File: src/rtl/ras_pkg.sv
// ras_pkg: shared types and sizing for the return-address-stack sequencer.
//   ras_ctrl_state_t : IDLE (no window), SPEC (window open), CLOSE (close issue)
//   RAS_WIDTH/RAS_DEPTH/RAS_ADDR : return-address width, stack depth, log2(depth)
package ras_pkg;
  localparam int RAS_WIDTH = 32;
  localparam int RAS_DEPTH = 1024;
  localparam int RAS_ADDR  = 10;

  typedef enum logic [1:0] {
    IDLE  = 2'd0,
    SPEC  = 2'd1,
    CLOSE = 2'd2
  } ras_ctrl_state_t;
endpackage

File: src/rtl/ras_ctrl_if.sv
// ras_ctrl_if: bundles the fetch hint slot, branch resolution, prediction and
// ras strobe signals of ras_ctrl.
//   slave  : the sequencer side (ras_ctrl)
//   master : the environment side (fetch, resolution unit, ras)
interface ras_ctrl_if import ras_pkg::*; #(
  parameter int WIDTH = RAS_WIDTH
) ();
  logic             fe_valid;
  logic             fe_call;
  logic             fe_ret;
  logic             fe_branch;
  logic [WIDTH-1:0] fe_ret_addr;
  logic             fe_ready;
  logic             rs_valid;
  logic             rs_mispredict;
  logic             pred_valid;
  logic [WIDTH-1:0] pred_target;
  logic             pred_empty;
  logic             ovf;
  logic             ras_push;
  logic             ras_pop;
  logic             ras_branch;
  logic             ras_close_valid;
  logic             ras_close_invalid;
  logic [WIDTH-1:0] ras_din;
  logic [WIDTH-1:0] ras_dout;

  modport slave (
    input  fe_valid, fe_call, fe_ret, fe_branch, fe_ret_addr,
    input  rs_valid, rs_mispredict, ras_dout,
    output fe_ready, pred_valid, pred_target, pred_empty, ovf,
    output ras_push, ras_pop, ras_branch, ras_close_valid, ras_close_invalid, ras_din
  );

  modport master (
    output fe_valid, fe_call, fe_ret, fe_branch, fe_ret_addr,
    output rs_valid, rs_mispredict, ras_dout,
    input  fe_ready, pred_valid, pred_target, pred_empty, ovf,
    input  ras_push, ras_pop, ras_branch, ras_close_valid, ras_close_invalid, ras_din
  );
endinterface

File: src/rtl/ras_occ_cnt.sv
// ras_occ_cnt: saturating up/down occupancy counter with checkpoint load.
//   clk, rst_n : clock, async active-low reset
//   inc, dec   : push / pop happened this cycle (both together cancel)
//   load       : restore count from load_val (takes priority)
//   count      : current occupancy, 0..DEPTH
//   empty/full : count==0 / count==DEPTH
module ras_occ_cnt #(
  parameter int DEPTH = 1024,
  parameter int ADDR  = 10
) (
  input  logic          clk,
  input  logic          rst_n,
  input  logic          inc,
  input  logic          dec,
  input  logic          load,
  input  logic [ADDR:0] load_val,
  output logic [ADDR:0] count,
  output logic          empty,
  output logic          full
);
  localparam logic [ADDR:0] CNT_ONE  = (ADDR+1)'(1);
  localparam logic [ADDR:0] CNT_FULL = (ADDR+1)'(DEPTH);

  logic [ADDR:0] count_q;
  logic [ADDR:0] count_d;

  assign count = count_q;
  assign empty = (count_q == '0);
  assign full  = (count_q >= CNT_FULL);

  // Next count: checkpoint restore wins, otherwise step once and never wrap.
  always_comb begin
    count_d = count_q;
    if (load) begin
      count_d = load_val;
    end else if (inc && !dec && !full) begin
      count_d = count_q + CNT_ONE;
    end else if (dec && !inc && !empty) begin
      count_d = count_q - CNT_ONE;
    end else begin
      count_d = count_q;
    end
  end

  // Occupancy register.
  always_ff @(posedge clk or negedge rst_n) begin
    if (!rst_n) begin
      count_q <= '0;
    end else begin
      count_q <= count_d;
    end
  end
endmodule

File: src/rtl/ras_ctrl.sv
// ras_ctrl: sequencer in front of the speculative return-address stack.
//   clk, rst_n : clock, async active-low reset (ras itself has no reset, so the
//                stack is treated as empty after reset)
//   bus        : ras_ctrl_if.slave -- fetch hint slot (fe_*), branch resolution
//                (rs_*), prediction (pred_*), sticky overflow (ovf) and the ras
//                strobes (ras_push/pop/branch/close_valid/close_invalid, din, dout)
// Only one speculative window is kept open; the occupancy is checkpointed when
// the window opens and restored when it closes on a mispredict.
module ras_ctrl import ras_pkg::*; #(
  parameter int DEPTH = RAS_DEPTH,
  parameter int ADDR  = RAS_ADDR
) (
  input  logic      clk,
  input  logic      rst_n,
  ras_ctrl_if.slave bus
);
  ras_ctrl_state_t state_q, state_d;
  logic [ADDR:0]   ckpt_q, ckpt_d;
  logic            mispredict_q, mispredict_d;
  logic            pred_valid_q, pred_valid_d;
  logic            pred_empty_q, pred_empty_d;
  logic            ovf_q, ovf_d;

  logic [ADDR:0]   count;
  logic            empty;
  logic            full;
  logic            fe_ready;
  logic            accept;
  logic            ras_push;
  logic            ras_pop;
  logic            close_valid;
  logic            close_invalid;
  logic            cnt_load;

  ras_occ_cnt #(.DEPTH(DEPTH), .ADDR(ADDR)) u_occ (
    .clk     (clk),
    .rst_n   (rst_n),
    .inc     (ras_push),
    .dec     (ras_pop),
    .load    (cnt_load),
    .load_val(ckpt_q),
    .count   (count),
    .empty   (empty),
    .full    (full)
  );

  // Slot acceptance: a second branch in SPEC or a resolution cycle stalls fetch.
  always_comb begin
    fe_ready = 1'b0;
    case (state_q)
      IDLE:    fe_ready = 1'b1;
      SPEC:    fe_ready = !bus.rs_valid && !bus.fe_branch;
      CLOSE:   fe_ready = 1'b0;
      default: fe_ready = 1'b0;
    endcase
  end

  assign accept   = bus.fe_valid && fe_ready;
  assign ras_push = accept && bus.fe_call && !full;
  assign ras_pop  = accept && bus.fe_ret && !empty;

  // Window FSM next state, checkpoint capture and close strobes.
  always_comb begin
    state_d       = state_q;
    ckpt_d        = ckpt_q;
    mispredict_d  = mispredict_q;
    close_valid   = 1'b0;
    close_invalid = 1'b0;
    cnt_load      = 1'b0;
    case (state_q)
      IDLE: begin
        // Checkpoint is the occupancy before any call/ret on the same slot.
        if (accept && bus.fe_branch) begin
          state_d = SPEC;
          ckpt_d  = count;
        end else begin
          state_d = IDLE;
        end
      end
      SPEC: begin
        if (bus.rs_valid) begin
          state_d      = CLOSE;
          mispredict_d = bus.rs_mispredict;
        end else begin
          state_d = SPEC;
        end
      end
      CLOSE: begin
        close_valid   = !mispredict_q;
        close_invalid = mispredict_q;
        cnt_load      = mispredict_q;
        state_d       = IDLE;
      end
      default: begin
        state_d = IDLE;
      end
    endcase
  end

  // Prediction flags and sticky overflow.
  always_comb begin
    pred_valid_d = accept && bus.fe_ret;
    pred_empty_d = accept && bus.fe_ret && empty;
    ovf_d        = ovf_q || (accept && bus.fe_call && full);
  end

  // State registers.
  always_ff @(posedge clk or negedge rst_n) begin
    if (!rst_n) begin
      state_q      <= IDLE;
      ckpt_q       <= '0;
      mispredict_q <= 1'b0;
      pred_valid_q <= 1'b0;
      pred_empty_q <= 1'b0;
      ovf_q        <= 1'b0;
    end else begin
      state_q      <= state_d;
      ckpt_q       <= ckpt_d;
      mispredict_q <= mispredict_d;
      pred_valid_q <= pred_valid_d;
      pred_empty_q <= pred_empty_d;
      ovf_q        <= ovf_d;
    end
  end

  assign bus.fe_ready          = fe_ready;
  assign bus.ras_push          = ras_push;
  assign bus.ras_pop           = ras_pop;
  assign bus.ras_branch        = accept && bus.fe_branch && (state_q == IDLE);
  assign bus.ras_close_valid   = close_valid;
  assign bus.ras_close_invalid = close_invalid;
  assign bus.ras_din           = ras_push ? bus.fe_ret_addr : '0;
  assign bus.pred_valid        = pred_valid_q;
  assign bus.pred_empty        = pred_empty_q;
  // An empty-stack prediction reports a zero target rather than stale ras data.
  assign bus.pred_target       = (pred_valid_q && !pred_empty_q) ? bus.ras_dout : '0;
  assign bus.ovf               = ovf_q;
endmodule

File: src/flat_wrapper.sv
// flat-port wrapper written by rule: the top's interface ports become plain ports
module ras_ctrl_flat import ras_pkg::*;
#(
  parameter int DEPTH = RAS_DEPTH,
  parameter int ADDR  = RAS_ADDR
)
  (clk, rst_n, bus_fe_valid, bus_fe_call, bus_fe_ret, bus_fe_branch, bus_fe_ret_addr, bus_rs_valid, bus_rs_mispredict, bus_ras_dout, bus_fe_ready, bus_pred_valid, bus_pred_target, bus_pred_empty, bus_ovf, bus_ras_push, bus_ras_pop, bus_ras_branch, bus_ras_close_valid, bus_ras_close_invalid, bus_ras_din);
  ras_ctrl_if #(.WIDTH(32)) bus_i ();
  input  logic clk;
  input  logic rst_n;
  input wire logic [$bits(bus_i.fe_valid)-1:0] bus_fe_valid;
  input wire logic [$bits(bus_i.fe_call)-1:0] bus_fe_call;
  input wire logic [$bits(bus_i.fe_ret)-1:0] bus_fe_ret;
  input wire logic [$bits(bus_i.fe_branch)-1:0] bus_fe_branch;
  input wire logic [$bits(bus_i.fe_ret_addr)-1:0] bus_fe_ret_addr;
  input wire logic [$bits(bus_i.rs_valid)-1:0] bus_rs_valid;
  input wire logic [$bits(bus_i.rs_mispredict)-1:0] bus_rs_mispredict;
  input wire logic [$bits(bus_i.ras_dout)-1:0] bus_ras_dout;
  output wire logic [$bits(bus_i.fe_ready)-1:0] bus_fe_ready;
  output wire logic [$bits(bus_i.pred_valid)-1:0] bus_pred_valid;
  output wire logic [$bits(bus_i.pred_target)-1:0] bus_pred_target;
  output wire logic [$bits(bus_i.pred_empty)-1:0] bus_pred_empty;
  output wire logic [$bits(bus_i.ovf)-1:0] bus_ovf;
  output wire logic [$bits(bus_i.ras_push)-1:0] bus_ras_push;
  output wire logic [$bits(bus_i.ras_pop)-1:0] bus_ras_pop;
  output wire logic [$bits(bus_i.ras_branch)-1:0] bus_ras_branch;
  output wire logic [$bits(bus_i.ras_close_valid)-1:0] bus_ras_close_valid;
  output wire logic [$bits(bus_i.ras_close_invalid)-1:0] bus_ras_close_invalid;
  output wire logic [$bits(bus_i.ras_din)-1:0] bus_ras_din;
  assign bus_i.fe_valid = bus_fe_valid;
  assign bus_i.fe_call = bus_fe_call;
  assign bus_i.fe_ret = bus_fe_ret;
  assign bus_i.fe_branch = bus_fe_branch;
  assign bus_i.fe_ret_addr = bus_fe_ret_addr;
  assign bus_i.rs_valid = bus_rs_valid;
  assign bus_i.rs_mispredict = bus_rs_mispredict;
  assign bus_i.ras_dout = bus_ras_dout;
  assign bus_fe_ready = bus_i.fe_ready;
  assign bus_pred_valid = bus_i.pred_valid;
  assign bus_pred_target = bus_i.pred_target;
  assign bus_pred_empty = bus_i.pred_empty;
  assign bus_ovf = bus_i.ovf;
  assign bus_ras_push = bus_i.ras_push;
  assign bus_ras_pop = bus_i.ras_pop;
  assign bus_ras_branch = bus_i.ras_branch;
  assign bus_ras_close_valid = bus_i.ras_close_valid;
  assign bus_ras_close_invalid = bus_i.ras_close_invalid;
  assign bus_ras_din = bus_i.ras_din;
  ras_ctrl #(.DEPTH(DEPTH), .ADDR(ADDR)) u_core (.clk(clk), .rst_n(rst_n), .bus(bus_i));
endmodule
File: config.mk
export PLATFORM = sky130hd
export DESIGN_NAME = ras_ctrl_flat
export DESIGN_NICKNAME = d
export VERILOG_FILES = /design/src/rtl/ras_pkg.sv /design/src/rtl/ras_ctrl_if.sv /design/src/rtl/ras_occ_cnt.sv /design/src/rtl/ras_ctrl.sv /design/src/flat_wrapper.sv
export SDC_FILE = /design/constraint.sdc
export NUM_CORES = 1
export LEC_CHECK = 0
export BUFFER_PORTS_ARGS = -buffer_cell sky130_fd_sc_hd__buf_4
export CAP_MARGIN = 20
export CORE_UTILIZATION = 30
export CTS_CLUSTER_DIAMETER = 80
export DETAILED_ROUTE_END_ITERATION = 16
export PLACE_DENSITY = 0.68
export SETUP_SLACK_MARGIN = 0.3
export SYNTH_ARGS = -nofsm -noshare
export SYNTH_HDL_FRONTEND = slang
export SYNTH_SLANG_ARGS = --single-unit
File: constraint.sdc
create_clock -name clk -period 3.6 [get_ports clk]
set_clock_uncertainty 0.1 [all_clocks]
set_input_delay 0.72 -clock clk [delete_from_list [all_inputs] [get_ports clk]]
set_output_delay 0.72 -clock clk [all_outputs]
set_load 0.01 [all_outputs]
==> results.ini, run 1 <==
[logic_synthesis]
synth_cell_types = 45
yosysSeqAreaShare_pct = 33.25
ys_ff_latch = 28
synthesis.nets = 319
synth_area_leaders = dfrtp_1 33%, and2_1 19%, mux2_2 6.4%
async_flop_share_pct = 100.0
synth_flop_cell = dfrtp_1
syn_area_per_cell_um2 = 8.890
synth_area_leader_cell = dfrtp_1
synth.most_common_cell = and2_1
synth_edf_count = 0
synthCells = 237
synth-warning-count = 0
ys_top_cells_by_count = 64 x and2_1, 28 x dfrtp_1, 14 x nor2_1, 13 x nand2_1, 12 x mux2_2
yosysTopAreaCellShare_pct = 33.25
syn_area_mm2 = 0.002107

[timing]
rsz0062_at_grt = true
hold_slack_ns = 0.2506
worst_slew_pin_slew_ns = 0.5688
final_max_slew_viol_count = 0
setup_viol = 0
min_period_over_period_pct = 89.14
min_period_ns = 3.209
fmax_ghz = 0.3116
hold_viol_final = 0
max_slew_margin_pct = 61.27

[grt]
grt_pass1_wl_mm = 9.625
grt_max_degree = 36
antenna_found_initial = 0
track_usage_pct = 16.54
grt_remaining_overflow = 0
grt_pass1_vias = 1924

[critical_path]
r2r_setup_slack_ns = 0.39
worstSetupEndpointType = flop
cp_max_fo = 5
critPathRequiredTime_ns = 3.70
critPathKind = reg2reg
worstPathArrival_ns = 3.31
cp-start-kind = flop

[floorplan]
die_w_um = 85.81
fp.dieArea_mm2 = 0.007363
start_util_pct = 31.01
dieHeight_um = 85.81
rows = 30
core_mm2 = 0.006794
io_pins = 145

[final_layout]
final_nets = 468
antenna_cells = 0
drive_above_1_share_pct = 48.31
syn_to_final_growth_pct = 63.00

[clock_tree]
cts_tree = yes
clock_latency_ns = 0.27
clockBufferDepth = 2
postCtsHoldBufs = 0
numCtsBuffers = 3
numClockSinks = 28
cts_max_level = 1
root_buffer = clkbuf_8
clk_pin_slew_ns = 0.09

[power]
cellPowerDensity_mw_per_mm2 = 559.2
peakVddDrop_uv = 267.1
total_power_mw = 1.921
p_leak_nw = 1.717

[min_path]
worst_hold_path_type = in2async

[detailed_routing]
drcViolationCount = 0
wl_mm = 6.564
drtAntennaViolNets = 0
viasPerCell = 4.626
first_iter_violations = 96
vias = 2225
drtPass1Iterations = 4
wl_per_cell_um = 13.65

[placement]
port_buffers = 144
dp_hpwl_mm = 5.110
place.gp.congestion = 0.8786

[status]
status = complete, no violations

[job]
drv_cap = 0

==> critical path: stages (launching register included) <==
cell and delay (ns):
dfrtp_1 0.47, nor4_1 0.46, nand3_1 0.23, nand2_2 0.20, nand2_4 0.09, ha_1 0.33
nor2b_1 0.19, o31ai_2 0.22, a21oi_1 0.10, o22a_1 0.21, or4_1 0.39, a31oi_1 0.13
==> state kept, by name, summed over array words and instances, names as in the netlist <==
name                   count
u_core.ckpt_q             11
u_core.u_occ.count        11
u_core.state_q             2
u_core.bus.ovf             1
u_core.bus.pred_empty      1
u_core.bus.pred_valid      1
u_core.mispredict_q        1
==> final timing paths <==
path                                            start                      to  depth (start not counted)
worst max-delay path            u_core.u_occ.count[0]  u_core.u_occ.count[10]                         11
worst min-delay path                            rst_n        u_core.ckpt_q[3]                          1
worst max register to register  u_core.u_occ.count[0]  u_core.u_occ.count[10]                         11
worst min register to register       u_core.ckpt_q[0]   u_core.u_occ.count[0]                          2
max in group asynchronous                       rst_n       u_core.state_q[0]                          1
min in group clk                     u_core.ckpt_q[0]   u_core.u_occ.count[0]                          2
==> cells by family (layout without fill, tap and decap cells) <==
family | Yosys count | after routing | share of synthesized area [%]
and+or+nand+nor | 116 | 117 | 31.71
DFF | 28 | 28 | 33.25
adders and majority gates | 10 | 10 | 6.295
buffers and inverters | 19 | 166 | 4.157
AOI/OAI and AO/OA | 39 | 39 | 11.88
muxes | 17 | 17 | 9.382
xor gates and xnor gates | 8 | 8 | 3.326
==> layout make-up <==
class / count / area, um^2
tap: 96 / 120.1
multi-input combinational: 191 / 1356
sequential: 28 / 700.7
fill: 660 / 3359
inverter: 8 / 30.03
timing repair buffer: 154 / 1156
clock inverter: 1 / 30.03
clock buffer: 3 / 41.29
==> metal layers <==
metal / part of all wire, % / track usage (%) / up-vias
li1: - / - / 1109
met5: 0 / 0 / -
met3: 5.7 / 3.176 / 2
met4: 0.35 / 1.818 / 0
met2: 53 / 30.84 / 81
met1: 41 / 20.31 / 1033
==> power breakdown <==
part	internal, mW	switching [mW]
logic	0.573	0.534
clock network	0.149	0.0943
registers	0.451	0.120
total	1.17	0.748
==> placed cells by master (no fill, tap or decap), drive strengths merged, types with 5 or more instances in the layout <==
cell type | netlist | final
a31oi | 5 | 5
inv | 8 | 8
nand2 | 13 | 14
a21oi | 12 | 12
mux2 | 12 | 12
mux2i | 5 | 5
o21ai | 8 | 8
ha | 9 | 9
xnor2 | 5 | 5
dfrtp | 28 | 28
nor2 | 14 | 14
and2 | 64 | 64
nor2b | 5 | 5
buf | 3 | 154
==> per-stage QoR <==
step                setup TNS, ns  std cells  utilization [%]  setup WS, ns  instance area (um^2)
finish                          0        481            50.55        0.3910                  3435
global route                    0        481            50.55        0.2161                  3435
CTS                             0        474            49.37        0.3286                  3354
detailed placement        -0.1446        470            48.29      -0.06859                  3281
global placement                0        470            48.29       0.02563                  3281
floorplan                       0        237                -        0.3065                  2107
==> repair_timing <==
| action | in CTS | in global routing |
|---|---|---|
| setup endpoints to repair | 4 | 6 |
| resized for setup | 1 | 8 |
| pin swaps | 0 | 3 |
| buffers inserted | 0 | 6 |
| cloned | 0 | 1 |
No activity file was read; power rests on OpenSTA's default activity.
==> inputs of run 2 (changes only) <==
--- a/config.mk
+++ b/config.mk
@@ -7,6 +7,7 @@
 export LEC_CHECK = 0
 export BUFFER_PORTS_ARGS = -buffer_cell sky130_fd_sc_hd__buf_4
 export CAP_MARGIN = 20
+export CORE_ASPECT_RATIO = 0.5
 export CORE_UTILIZATION = 30
 export CTS_CLUSTER_DIAMETER = 80
 export DETAILED_ROUTE_END_ITERATION = 16
==> run 2 against run 1 <==
Against the previous run: non-clock buffer count decreased by 1; sequential share of layout area decreased by 0.56 points; count of clock-buffer cells in the layout unchanged; first-iteration DRC count shrank 16%.
==> results.ini, run 2 (synthesized netlist as in run 1, its figures left out) <==
[critical_path]
r2r_start = u_core.u_occ.count[2]
cp_max_fo = 7  ; +2
r2r-end = u_core.u_occ.count[10]
cp-start-kind = primary input
r2r_cells = 12  ; +1
r2r_setup_slack_ns = 0.44  ; +0.05 ns
worstSetupEndpointType = flop
worstPathArrival_ns = 3.31  ; about the same
endpoint = u_core.u_occ.count[10]
critPathKind = in2reg
critPathRequiredTime_ns = 3.69  ; about the same
cp-startpoint = bus_rs_valid

[grt]
grt_remaining_overflow = 0  ; unchanged
grt_max_degree = 36  ; unchanged
antenna_found_initial = 0  ; unchanged
grt_pass1_wl_mm = 10.23  ; +6.2%
grt_pass1_vias = 1950  ; +1.4%
track_usage_pct = 17.68  ; +1.1 points

[floorplan]
fp.dieArea_mm2 = 0.007383  ; +0.28%
start_util_pct = 31.32  ; +0.31 points
dieHeight_um = 61.26  ; -29%
core_mm2 = 0.006726  ; -0.99%
io_pins = 145  ; unchanged
die_w_um = 120.5  ; +40%
rows = 21  ; -30%

[clock_tree]
clockBufferDepth = 2  ; unchanged
clock_latency_ns = 0.26  ; about the same
postCtsHoldBufs = 0  ; unchanged
cts_tree = yes
root_buffer = clkbuf_16
numClockSinks = 28  ; unchanged
clk_pin_slew_ns = 0.07  ; -0.02 ns
cts_max_level = 1  ; unchanged
numCtsBuffers = 3  ; unchanged

[detailed_routing]
drtAntennaViolNets = 0  ; unchanged
vias = 2206  ; -0.85%
first_iter_violations = 81  ; -16%
viasPerCell = 4.644  ; +0.40%
drtPass1Iterations = 7  ; +3
wl_mm = 6.842  ; +4.2%
wl_per_cell_um = 14.40  ; +5.6%
drcViolationCount = 0  ; unchanged

[timing]
min_period_over_period_pct = 89.55  ; +0.41 points
hold_viol_final = 0  ; unchanged
rsz0062_at_grt = true
worst_slack_ns = 0.3761  ; -0.01488 ns
setup_viol = 0  ; unchanged
fmax_ghz = 0.3102  ; -0.46%
max_slew_margin_pct = 60.47  ; -0.80 points
min_period_ns = 3.224  ; +0.01488 ns
worst_slew_pin_slew_ns = 0.5805  ; +0.01176 ns
final_max_slew_viol_count = 0  ; unchanged

[placement]
pre_cts_ws_ns = -0.07678  ; -0.008185 ns
dp_hpwl_mm = 5.413  ; +5.9%
place.gp.congestion = 0.8439  ; -3.9%
port_buffers = 144  ; unchanged

[status]
status = complete, no violations

[job]
drv_cap = 0  ; unchanged

[final_layout]
drive_above_1_share_pct = 49.09  ; +0.77 points
syn_to_final_growth_pct = 67.64
n_fill_cell = 617  ; -6.5%
layout_commonest_cell = buf_4
final_nets = 466  ; -0.43%
antenna_cells = 0  ; unchanged
final_cell_mix = 149 x buf_4, 64 x and2_1, 28 x dfrtp_1

[power]
p_leak_nw = 1.746  ; +1.7%
cellPowerDensity_mw_per_mm2 = 591.0  ; +5.7%
peakVddDrop_uv = 345.9  ; +30%
total_power_mw = 2.088  ; +8.7%

[min_path]
worst_hold_path_type = in2async

## run 2: cell count changes in the layout (fill, tap and decap cells not counted), sizes merged
cell	previous run	this run
nand2	14	13
buf	154	153
## run 2: layout make-up
cell class / count / area (um^2) / share of cell area, %
Multi-Input combinational cell: 190 / 1409 / 39.89
Timing Repair Buffer: 153 / 1172 / 33.19
Inverter: 8 / 30.03 / 0.8502
Tap cell: 92 / 115.1 / 3.259
Clock buffer: 3 / 75.07 / 2.125
Clock inverter: 1 / 30.03 / 0.8502
Sequential cell: 28 / 700.7 / 19.84
## run 2: critical path, cell delays in order
cell and delay, ns:
buf_6 0.10, o21a_1 0.21, nor3b_4 0.26, and3b_2 0.26, nand2_4 0.08, buf_12 0.15
buf_6 0.11, ha_4 0.16, a21o_1 0.16, a211o_1 0.25, o22a_1 0.20, or4_1 0.46
a31oi_1 0.17
## run 2: stage by stage
step / TNS (ns) / instance area [um^2] / std cells / util [%] / hold slack, ns
2_1_floorplan: 0 / 2107 / 237 / - / 0.3244
5_1_grt: 0 / 3532 / 475 / 52.51 / 0.2878
3_3_place_gp: 0 / 3276 / 466 / 48.70 / 0.3566
6_report: 0 / 3532 / 475 / 52.51 / 0.2662
4_1_cts: 0 / 3383 / 470 / 50.30 / 0.2762
3_5_place_dp: -0.1736 / 3276 / 466 / 48.70 / 0.3649
## run 2: worst min path at each step
stage	start	end	slack, ns	depth (start not counted)
2_1_floorplan	rst_n	u_core.bus.ovf	0.32	0
3_3_place_gp	u_core.ckpt_q[0]	u_core.u_occ.count[0]	0.36	2
3_5_place_dp	u_core.bus.ovf	u_core.bus.ovf	0.36	1
4_1_cts	rst_n	u_core.ckpt_q[1]	0.28	1
5_1_grt	rst_n	u_core.ckpt_q[0]	0.29	1
6_report	rst_n	u_core.u_occ.count[0]	0.27	1
## run 2: repair_timing
| item | CTS | global route |
|---|---|---|
| endpoints found under the hold margin | 0 | 0 |
| setup endpoints to repair | 4 | 6 |
| buffers inserted | 0 | 5 |
| pin swaps | 0 | 14 |
| resized for setup | 1 | 18 |
## run 2: metal layers
layer	GRT usage (%)	wire length, um	share of wire (%)
met3	2.685	386	5.6
met2	29.15	3268	48
met1	25.52	3166	46
met4	2.116	21	0.31
met5	0	0	0
## run 2: report_power, final
part           total [mW]  leakage, nW  internal [mW]  switching, mW
registers           0.590        0.329          0.452          0.138
logic                1.17         1.37          0.629          0.539
clock network       0.330       0.0511          0.222          0.108
total                2.09         1.75           1.30          0.785
==> inputs of run 3 (changes only) <==
--- a/config.mk
+++ b/config.mk
@@ -7,7 +7,7 @@
 export LEC_CHECK = 0
 export BUFFER_PORTS_ARGS = -buffer_cell sky130_fd_sc_hd__buf_4
 export CAP_MARGIN = 20
-export CORE_ASPECT_RATIO = 0.5
+export CORE_ASPECT_RATIO = 0.6
 export CORE_UTILIZATION = 30
 export CTS_CLUSTER_DIAMETER = 80
 export DETAILED_ROUTE_END_ITERATION = 16
==> run 3 against run 2 <==
Against the previous run: wire length is 0.13% higher; design area shrank 2.7%; first-iteration DRC count is 2.5% lower; setup slack better by 0.069 ns; hold slack got worse by 0.0028 ns; core utilization shrank 1.5 points; final cell count is 1.5% lower; critical path depth shrank 1; count of clock-buffer cells in the layout is 1 higher; power fell by 3.9%; maximum frequency increased by 2.2%; largest power group unchanged.
==> results.ini, run 3 (synthesized netlist as in run 1, its figures left out) <==
[clock_tree]
clk_pin_slew_ns = 0.07  ; about the same
cts_max_level = 1  ; unchanged
root_buffer = clkbuf_16
clock_latency_ns = 0.26  ; about the same
numCtsBuffers = 3  ; unchanged
numClockSinks = 28  ; unchanged
cts_tree = yes
clockBufferDepth = 2  ; unchanged

[final_layout]
n_fill_cell = 652  ; +5.7%
drive_above_1_share_pct = 48.29  ; -0.79 points
antenna_cells = 0  ; unchanged
final_cell_mix = 150 x buf_4, 64 x and2_1, 28 x dfrtp_1
final_nets = 464  ; -0.43%
final_area_mm2 = 0.003438  ; -2.7%
layout_commonest_cell = buf_4
syn_to_final_growth_pct = 63.18

[critical_path]
worst_path_max_delay_cell = ha_1
cp_max_fo = 6  ; -1
worstPathArrival_ns = 3.21  ; -0.10 ns
r2r_setup_slack_ns = 0.54  ; +0.10 ns
r2r_cells = 11  ; -1
cpPeakStageDelay_ns = 0.40  ; -0.06 ns
r2r-end = u_core.u_occ.count[9]
r2r_start = u_core.u_occ.count[0]
critPathRequiredTime_ns = 3.66  ; -0.03 ns
worstSetupEndpointType = flop
path_cells = buf_4 -> o21a_1 -> nor3b_4 -> and3b_2 -> nand2_2 -> ha_1 -> nand3_1 -> nor2_1 -> or3_1 -> a31oi_1 -> xnor2_1 -> a31o_1
cp-startpoint = bus_fe_branch
critPathKind = in2reg
cp-start-kind = primary input

[grt]
grt_max_degree = 36  ; unchanged
grt_remaining_overflow = 0  ; unchanged
grt_pass1_wl_mm = 9.453  ; -7.6%
grt_pass1_vias = 1872  ; -4.0%
track_usage_pct = 16.90  ; -0.77 points
antenna_found_initial = 0  ; unchanged

[placement]
port_buffers = 144  ; unchanged
dp_hpwl_mm = 5.478  ; +1.2%
placed_area_mm2 = 0.003277  ; about the same
place.gp.congestion = 0.9189  ; +8.9%

[power]
peakVddDrop_uv = 414.4  ; +20%
p_leak_nw = 1.710  ; -2.0%
cellPowerDensity_mw_per_mm2 = 583.3  ; -1.3%

[floorplan]
fp.dieArea_mm2 = 0.007373  ; -0.13%
dieHeight_um = 66.92  ; +9.2%
die_w_um = 110.2  ; -8.6%
start_util_pct = 31.29  ; -0.035 points
core_mm2 = 0.006734  ; +0.11%
io_pins = 145  ; unchanged
rows = 23  ; +9.5%

[timing]
fmax_ghz = 0.3169  ; +2.2%
setup_viol = 0  ; unchanged
rsz0062_at_grt = true
max_slew_margin_pct = 58.82  ; -1.7 points
worst_slew_pin_slew_ns = 0.6048  ; +0.02428 ns
min_period_over_period_pct = 87.65  ; -1.9 points
hold_slack_ns = 0.2633  ; -0.002825 ns
final_max_slew_viol_count = 0  ; unchanged
min_period_ns = 3.155  ; -0.06855 ns
hold_viol_final = 0  ; unchanged

[job]
drv_cap = 0  ; unchanged

[detailed_routing]
vias = 2153  ; -2.4%
first_iter_violations = 79  ; -2.5%
viasPerCell = 4.600  ; -0.94%
wl_per_cell_um = 14.64  ; +1.6%
drtAntennaViolNets = 0  ; unchanged
drcViolationCount = 0  ; unchanged
drt-met1-wl_mm = 3.062  ; -3.3%
wl_met3_um = 471  ; +22%
top_layer = met4
wl_mm = 6.851  ; +0.13%
drtPass1Iterations = 4  ; -3
dr_wl_met2_mm = 3.275  ; +0.21%

[status]
status = complete, no violations

[min_path]
worst_hold_path_type = in2async

[run 3: final cells by class]
type                            count  area [um^2]  share of cell area, %
Tap cell                           87        108.9                  3.166
Clock buffer                        4        88.84                  2.584
Inverter                            8        30.03                 0.8734
Sequential cell                    28        700.7                  20.38
Timing Repair Buffer              150         1126                  32.75
Multi-Input combinational cell    191         1384                  40.25
[run 3: worst max-delay path by stage]
stage | endpoint | slack (ns) | depth (start not counted)
after floorplan | u_core.u_occ.count[10] | 0.31 | 11
after detailed placement | u_core.u_occ.count[10] | -0.07 | 14
after global placement | u_core.u_occ.count[10] | 0.03 | 14
after CTS | u_core.u_occ.count[10] | 0.31 | 14
after global routing | u_core.u_occ.count[4] | 0.25 | 17
final | u_core.u_occ.count[9] | 0.44 | 12
[run 3: report_power, final]
| group | switching (mW) | internal (mW) | total, mW |
|---|---|---|---|
| clock network | 0.109 | 0.171 | 0.280 |
| registers | 0.127 | 0.452 | 0.579 |
| logic | 0.546 | 0.600 | 1.15 |
| total | 0.783 | 1.22 | 2.01 |
[run 3: what timing repair did]
| action | 4_1_cts | 5_1_grt |
|---|---|---|
| setup endpoints to repair | 3 | 5 |
| resized for setup | 2 | 9 |
| setup buffers | 0 | 1 |
| gates cloned | 0 | 1 |
| pin swaps | 0 | 5 |
| hold buffers | 0 | 0 |
[run 3: worst max-delay path, delay by kind of cell]
family | cells | cell delay (ns)
and+or+nand+nor | 6 | 1.26
buffers and inverters | 1 | 0.11
AOI/OAI and AO/OA | 3 | 0.64
xor gates and xnor gates | 1 | 0.09
adders and majority gates | 1 | 0.40
[run 3: per-layer routing]
layer  global-route usage, %  vias to the layer above
met3                   4.110                        4
met5                       0                        -
met4                   3.783                        0
met2                   27.81                       62
li1                        -                     1093
met1                   22.37                      994
[run 3: through the flow]
stage               util [%]  total power, mW  cells  worst slack, ns  setup TNS (ns)
global route           51.06            2.164    468           0.2523               0
floorplan                  -            1.310    237           0.3065               0
detailed placement     48.66            1.647    462         -0.07336         -0.1018
CTS                    50.11            1.936    466           0.3129               0
global placement       48.66            1.620    462          0.03491               0
finish                 51.06            2.006    468           0.4446               0
